<file path="src/rtl/int_mul_iter.sv">
// rtl/int_mul_iter.sv - iterative RV64M/RV32 multiplier, STEP_BITS multiplier bits per cycle.
// Optional behavioural result check: RIVER_INT_MUL_SELFCHECK_EN.
module int_mul_iter #(
  parameter int STEP_BITS = 4
) (
  input  logic        i_clk,
  input  logic        i_nrst,
  input  logic        i_ena,
  input  logic        i_unsigned,
  input  logic        i_hsu,
  input  logic        i_high,
  input  logic        i_rv32,
  input  logic [63:0] i_a1,
  input  logic [63:0] i_a2,
  output logic [63:0] o_res,
  output logic        o_valid,
  output logic        o_busy
);

  localparam int CW = $clog2(64 / STEP_BITS + 1);

  typedef enum logic [1:0] {IDLE, RUN, FIN} state_t;

  state_t         state;
  logic [127:0]   acc;
  logic [127:0]   mcand;
  logic [63:0]    mplier;
  logic [CW-1:0]  cnt;
  logic           high_q;
  logic           rv32_q;
  logic           neg_q;

  logic [63:0]    a1_ext, a2_ext, a1_mag, a2_mag;
  logic           a1_signed, a2_signed, a1_neg, a2_neg;
  logic [127:0]   prod;
  logic [63:0]    sel_res;

  // i_unsigned overrides i_hsu; MULHSU keeps only the multiplicand signed
  always_comb begin
    a1_ext    = i_rv32 ? {{32{i_a1[31]}}, i_a1[31:0]} : i_a1;
    a2_ext    = i_rv32 ? {{32{i_a2[31]}}, i_a2[31:0]} : i_a2;
    a1_signed = !i_unsigned;
    a2_signed = !i_unsigned && !i_hsu;
    a1_neg    = a1_signed && a1_ext[63];
    a2_neg    = a2_signed && a2_ext[63];
    a1_mag    = a1_neg ? (64'd0 - a1_ext) : a1_ext;
    a2_mag    = a2_neg ? (64'd0 - a2_ext) : a2_ext;
  end

  always_comb begin
    prod = neg_q ? (128'd0 - acc) : acc;
    if (rv32_q)
      sel_res = {{32{prod[31]}}, prod[31:0]};
    else if (high_q)
      sel_res = prod[127:64];
    else
      sel_res = prod[63:0];
  end

  always_ff @(posedge i_clk or negedge i_nrst) begin
    if (!i_nrst) begin
      state   <= IDLE;
      acc     <= '0;
      mcand   <= '0;
      mplier  <= '0;
      cnt     <= '0;
      high_q  <= 1'b0;
      rv32_q  <= 1'b0;
      neg_q   <= 1'b0;
      o_res   <= '0;
      o_valid <= 1'b0;
      o_busy  <= 1'b0;
    end else begin
      o_valid <= 1'b0;
      case (state)
        IDLE: begin
          if (i_ena) begin
            state  <= RUN;
            o_busy <= 1'b1;
            high_q <= i_high;
            rv32_q <= i_rv32;
            neg_q  <= a1_neg ^ a2_neg;
            acc    <= '0;
            mcand  <= {64'd0, a1_mag};
            mplier <= a2_mag;
            cnt    <= i_rv32 ? CW'(32 / STEP_BITS) : CW'(64 / STEP_BITS);
          end
        end
        RUN: begin
          // multiplicand is pre-shifted so each digit lands at its own weight
          acc    <= acc + mcand * 128'(mplier[STEP_BITS-1:0]);
          mcand  <= mcand << STEP_BITS;
          mplier <= mplier >> STEP_BITS;
          cnt    <= cnt - CW'(1);
          if (cnt == CW'(1))
            state <= FIN;
        end
        FIN: begin
          o_res   <= sel_res;
          o_valid <= 1'b1;
          o_busy  <= 1'b0;
          state   <= IDLE;
        end
        default: state <= IDLE;
      endcase
    end
  end

`ifdef RIVER_INT_MUL_SELFCHECK_EN
  logic [63:0] a1_dbg, a2_dbg, ref_res;
  logic [3:0]  mode_dbg;

  function automatic logic [63:0] ref_mul(input logic [63:0] a, input logic [63:0] b,
                                          input logic uns, input logic hsu,
                                          input logic high, input logic rv32);
    logic signed [127:0] x, y, p;
    if (rv32) begin
      x = $signed({{96{a[31]}}, a[31:0]});
      y = $signed({{96{b[31]}}, b[31:0]});
      p = x * y;
      return {{32{p[31]}}, p[31:0]};
    end
    x = uns ? $signed({64'd0, a}) : $signed({{64{a[63]}}, a});
    y = (uns || hsu) ? $signed({64'd0, b}) : $signed({{64{b[63]}}, b});
    p = x * y;
    return high ? p[127:64] : p[63:0];
  endfunction

  always_ff @(posedge i_clk or negedge i_nrst) begin
    if (!i_nrst) begin
      a1_dbg   <= '0;
      a2_dbg   <= '0;
      ref_res  <= '0;
      mode_dbg <= '0;
    end else if (state == IDLE && i_ena) begin
      a1_dbg   <= i_a1;
      a2_dbg   <= i_a2;
      mode_dbg <= {i_unsigned, i_hsu, i_high, i_rv32};
      ref_res  <= ref_mul(i_a1, i_a2, i_unsigned, i_hsu, i_high, i_rv32);
    end
  end

  always_ff @(posedge i_clk) begin
    if (i_nrst && state == FIN && sel_res != ref_res)
      $error("int_mul_iter: a1=%h a2=%h mode(uns,hsu,high,rv32)=%b exp=%h act=%h",
             a1_dbg, a2_dbg, mode_dbg, ref_res, sel_res);
  end
`endif

endmodule
</file>
<file path="config.mk">
export PLATFORM = sky130hd
export DESIGN_NAME = int_mul_iter
export DESIGN_NICKNAME = d
export VERILOG_FILES = /design/src/rtl/int_mul_iter.sv
export SDC_FILE = /design/constraint.sdc
export NUM_CORES = 2
export LEC_CHECK = 0
export BUFFER_PORTS_ARGS = -buffer_cell sky130_fd_sc_hd__buf_4
export CORE_MARGIN = 4
export CORE_UTILIZATION = 52
export DETAILED_ROUTE_END_ITERATION = 6
export GPL_TIMING_DRIVEN = 0
export PLACE_DENSITY_LB_ADDON = 0.2
export SYNTH_ARGS = -nofsm -noshare
export SYNTH_HDL_FRONTEND = slang
export SYNTH_SLANG_ARGS = --single-unit
</file>
<file path="constraint.sdc">
create_clock -name i_clk -period 8.2 [get_ports i_clk]
set_input_delay 2.05 -clock i_clk [delete_from_list [all_inputs] [get_ports i_clk]]
set_output_delay 2.05 -clock i_clk [all_outputs]
set_load 0.02 [all_outputs]
</file>
Word level (Yosys, flattened, before mapping)
Index checks and enable logic that the tools add are counted.
{ "totals": {"regBits": 396, "in_bits": 135, "wordCells": 57} }
{ "classes": {"addsub": 5, "n_mul": 1, "eq_ne": 5, "muxes": 22, "n_bitwise": 1, "reduce_logical": 12} }
{ "op_table": {"columns": ["cell", "count"], "rows": [
  ["$pmux 128 s2", 2],
  ["$mux 64", 7],
  ["$mux 128", 3],
  ["$add 128x128->128", 1],
  ["$mul 128x4->128", 1],
  ["$pmux 64 s2", 1],
  ["$sub 1x128->128 const A", 1],
  ["$sub 1x64->64 const A", 2],
  ["$mux 5", 2],
  ["$pmux 5 s2", 1],
  ["$reduce_and 2->1", 4],
  ["$eq 5x1->1 const B", 1],
  ["$sub 5x1->5 const B", 1],
  ["$mux 2", 2],
  ["$ne 2x2->1 const B", 2],
  ["$pmux 2 s2", 1],
  ["$reduce_bool 2->1", 2],
  ["$logic_and 1x1->1", 3],
  ["$eq 2x1->1 const B", 1],
  ["$eq 2x2->1 const B", 1],
  ["$logic_not 1->1", 2],
  ["$logic_not 2->1", 1],
  ["$mux 1", 2],
  ["$pmux 1 s2", 1],
  ["$xor 1x1->1", 1]
]} }

Logic depth before layout (Yosys ltp)
{ "logic_depth": {"word_depth": 6, "depth_mapped": 22} }

Worst setup path after synthesis
Ideal clock, no wire load.
{ "synth_timing": {"path_kind": "register to register", "startpoint": "reg mplier[3]", "endpoint": "reg acc[117]", "setup_ns": 0.135, "arrival_ns": 5.629, "required_ns": 8.065, "slack_ns": 2.437, "stages_incl_launch_ff": 23, "path_buffers": 4, "cell_sequence": "dfrtp_1 clkbuf_1 clkbuf_1 clkbuf_1 and2_1 fa_1 fa_1 inv_1 fa_1 inv_1 ha_1 clkbuf_1 a21oi_1 o21ba_2 o221a_2 a21oi_1 and4_1 o211ai_1 and2_1 o41ai_1 a21oi_1 mux2i_1 o211ai_1"} }
{ "synth_between": {"elab_chain_cells": 3} }
{ "synth_lines": {"columns": ["item", "line_no", "source"], "rows": [
  ["start: declaration", "27", "logic [63:0] mplier;"],
  ["start signal: assignment", "85", "mplier <= a2_mag;"],
  ["start signal: assignment", "93", "mplier <= mplier >> STEP_BITS;"],
  ["$mul 128x4->128", "91", "acc <= acc + mcand * 128'(mplier[STEP_BITS-1:0]);"],
  ["$add 128x128->128", "91", null],
  ["$pmux 128 s2", "75", "case (state)"],
  ["end signal: assignment", "91", null],
  ["end: declaration", "25", "logic [127:0] acc;"]
]} }
No other way between the ends.
A chain may end at the register's enable or synchronous reset.

Worst setup path in the final report
{ "layout_timing": {"startpoint": "reg mplier[1]", "endpoint": "reg acc[126]"} }
The elaborated chain is that of the path after synthesis.

==> flow_metrics.env <==
export IMPL_cts_hold_buf=0
export IMPL_worst_slack_ns=0.0651
export IMPL_placementRows=105
export IMPL_synth_area_leaders="dfrtp_1 (23%), fa_1 (17%), and2_1 (7.1%)"
export IMPL_ant_nets=0
export IMPL_period_needed_ns=8.13
export IMPL_synth_ff_type="dfrtp_1"
export IMPL_ys_warn_count=0
export IMPL_synth_common_cells="inv_1 (663), nand2_1 (500), and2_1 (491)"
export IMPL_path_class="register to register"
export IMPL_setup_viol=0
export IMPL_post_place_ws_ns=-1.29
export IMPL_cpLargestDelayFamily="compound AO/OA/AOI/OAI gates"
export IMPL_final_area_sq_um=48200
export IMPL_worst_pin_slew_ns=1.36
export IMPL_grt_pass1_wl_mm=255
export IMPL_die_h_microns=297
export IMPL_dr_pass1_iters=7
export IMPL_place_gp_congestion=1.07
export IMPL_synth_edf_count=0
export IMPL_wl_met2_mm=73.9
export IMPL_rsz0062_at_grt="false"
export IMPL_wl_mm=170
export IMPL_drt_iter0_drc=4238
export IMPL_ios=201
export IMPL_regArea_sq_um=9910
export IMPL_violations="design-rule violations"
export IMPL_maxCapViolations=0
export IMPL_clk_pin_slew_ns=0.07
export IMPL_drt_met1_wl_mm=70.1
export IMPL_finClkSkew_ns=0.0662
export IMPL_top_layer="met5"
export IMPL_start_util_pct=52.7
export IMPL_crit_top_cell="fa_1"
export IMPL_htree_num_levels=2
export IMPL_syn_nets=6043
export IMPL_fp_dieW_microns=297
export IMPL_cts_buffers=47
export IMPL_cts_tree="done"
export IMPL_grt_pass1_vias=40700
export IMPL_drc=1
export IMPL_core_area_sq_um=82500
export IMPL_dr_total_vias=41500
export IMPL_clock_sinks=396
export IMPL_portBuffers=199
export IMPL_dieArea_sq_um=88400
export IMPL_place_area_sq_um=46400
export IMPL_crit_buf_inv=2
export IMPL_place_hpwl_mm=139
export IMPL_cp_data_arrival_time_ns=8.61
export IMPL_synth_cells=5398
export IMPL_end_kind="register"
export IMPL_required_ns=8.67
export IMPL_worst_path_max_fanout=19
export IMPL_grtUsageTotal_pct=37.6
export IMPL_synth_avg_cell_area_sq_um=8.06
export IMPL_relSlewSlack_pct=9.06
export IMPL_outcome="finished, violations left"
export IMPL_clk_latency_ns=0.66
export IMPL_grt_start_max_net_pins=114
export IMPL_syn_area_sq_um=43500
export IMPL_ys_async_sr_fraction_pct=100
export IMPL_fmax_ghz=0.123
export IMPL_netlist_area_leader_share_pct=22.8
export IMPL_avgRoutedWirePerCell_microns=25.1
export IMPL_yosys_area_top_type="dfrtp_1"
export IMPL_ys_ff_latch=396
export IMPL_ys_seq_area_share_pct=22.8
export IMPL_yosysUniqueCellTypes=85
export IMPL_finalHoldViolations=0
export IMPL_layout_drive_gt1_share_pct=6.30
export IMPL_hold_path_class="register to register"
export IMPL_overflow=0
export IMPL_yosysMostFrequentCell="inv_1"
export IMPL_finalCritPeriodShare_pct=99.2
export IMPL_synthToLayoutAreaGrowth_pct=10.7
export IMPL_nNetsFinal=6290
export IMPL_multi_input_area_sq_um=30000
export IMPL_max_stage_delay_ns=1.01
export IMPL_clk_path_buf_depth=3
export IMPL_start_kind="register"
export IMPL_finalMaxSlewViolations=0
export IMPL_cts_root_buffer="clkbuf_16"
export IMPL_num_fill_cells=7751
export IMPL_antenna_found_initial=16
export IMPL_route_met3_wl_mm=16.6
export IMPL_crit_chain="clkbuf_2, nand2_1, fa_1, fa_1, fa_1, inv_1, ha_1, a211oi_1, o21ai_0, and3_1, or2_2, a221oi_1, a21oi_1, o22ai_1, o41ai_2, a41oi_1, xor2_1, o21ai_1"
export IMPL_critical_path_slowest_cell="dfrtp_1"
export IMPL_routed_via_density=6.14
[logic make-up (layout without fill, tap and decap cells)]
kind of cell	Yosys count	after routing	synth area share [%]
flops	396	396	22.8
simple gates	1726	1726	20.3
mux	7	7	0.161
buf+inv	964	1247	8.33
other cells	0	11	0
fa+ha+maj	510	510	21.1
compound gates	1427	1427	19.9
xor+xnor	368	368	7.41
[placed cells by master, fill, tap and decap left out, types with 16 or more instances in the layout]
cell         n
inv_1      663
nand2_1    500
and2_1     491
o21ai_0    485
dfrtp_1    396
fa_1       374
a21oi_1    350
nor2_1     270
clkbuf_1   263
xnor2_1    258
buf_4      198
ha_1       136
xor2_1     110
a22oi_1    105
nor3_1      89
nand3_1     88
o22ai_1     88
nand4_1     82
o31ai_1     67
a21o_1      57
clkbuf_16   47
o21bai_1    40
or3_1       35
o41ai_1     34
nor4_1      32
a31oi_1     28
nand2b_1    22
or4_1       21
buf_1       20
or2_2       19
nor2b_1     19
and3_1      19
o211ai_1    16
a221oi_1    16
[metrics by stage]
step	instances	util, %	setup TNS (ns)	hold WS, ns
finish	6762	58.4	0	0.473
global route	6751	58.3	0	0.504
CTS	6751	58.3	0	0.479
detailed placement	6670	56.3	-25.50	0.467
global placement	6667	56.2	-23.24	0.454
floorplan	5398	-	0	0.450
[layout make-up]
class / count / area share [%]
multi-input combinational: 4038 / 62.3
buffer: 296 / 2.36
inverter: 664 / 5.18
antenna: 11 / 0.0572
tap: 1070 / 2.78
clock buffer: 66 / 2.86
timing repair buffer: 202 / 3.29
sequential: 396 / 20.6
clock inverter: 19 / 0.613
[sequential cells by signal, summed over array words and instances, names as in the netlist]
| signal | count |
|---|---|
| rv32_q | 1 |
| acc | 128 |
| state | 2 |
| o_res | 64 |
| o_valid | 1 |
| neg_q | 1 |
| cnt | 5 |
| mplier | 64 |
| mcand | 128 |
| o_busy | 1 |
| high_q | 1 |
[routing by layer]
layer	vias up	track usage, %
met5	-	0
li1	18600	-
met3	427	7.12
met4	10	17.3
met1	20300	52.5
met2	2134	56.9
[tightest hold or removal path, cell delays in order (launching register included)]
cell     delay (ns)
dfrtp_1        0.34
nand2_1        0.05
nand2_1        0.05
[path summary, 6_finish.rpt]
kind / start / endpoint / slack (ns) / cells after the start
min in group asynchronous: i_nrst / o_res[29] / 1.37 / 1
setup reg to reg: mplier[1] / acc[126] / 0.07 / 18
max in group asynchronous: i_nrst / mplier[22] / 5.26 / 3
hold reg to reg: o_res[34] / o_res[34] / 0.47 / 2
hold / removal: o_res[34] / o_res[34] / 0.47 / 2
setup / recovery: mplier[1] / acc[126] / 0.07 / 18
[repair_timing]
item | in CTS | in global routing
buffers inserted | 0 | 0
resized for setup | 10 | 22
setup endpoints to repair | 47 | 19
endpoints found under the hold margin | 0 | 0
Power is left out: the tool's default activity adds up to more than one toggle a clock period on the data nets, which glitch-free logic cannot reach.
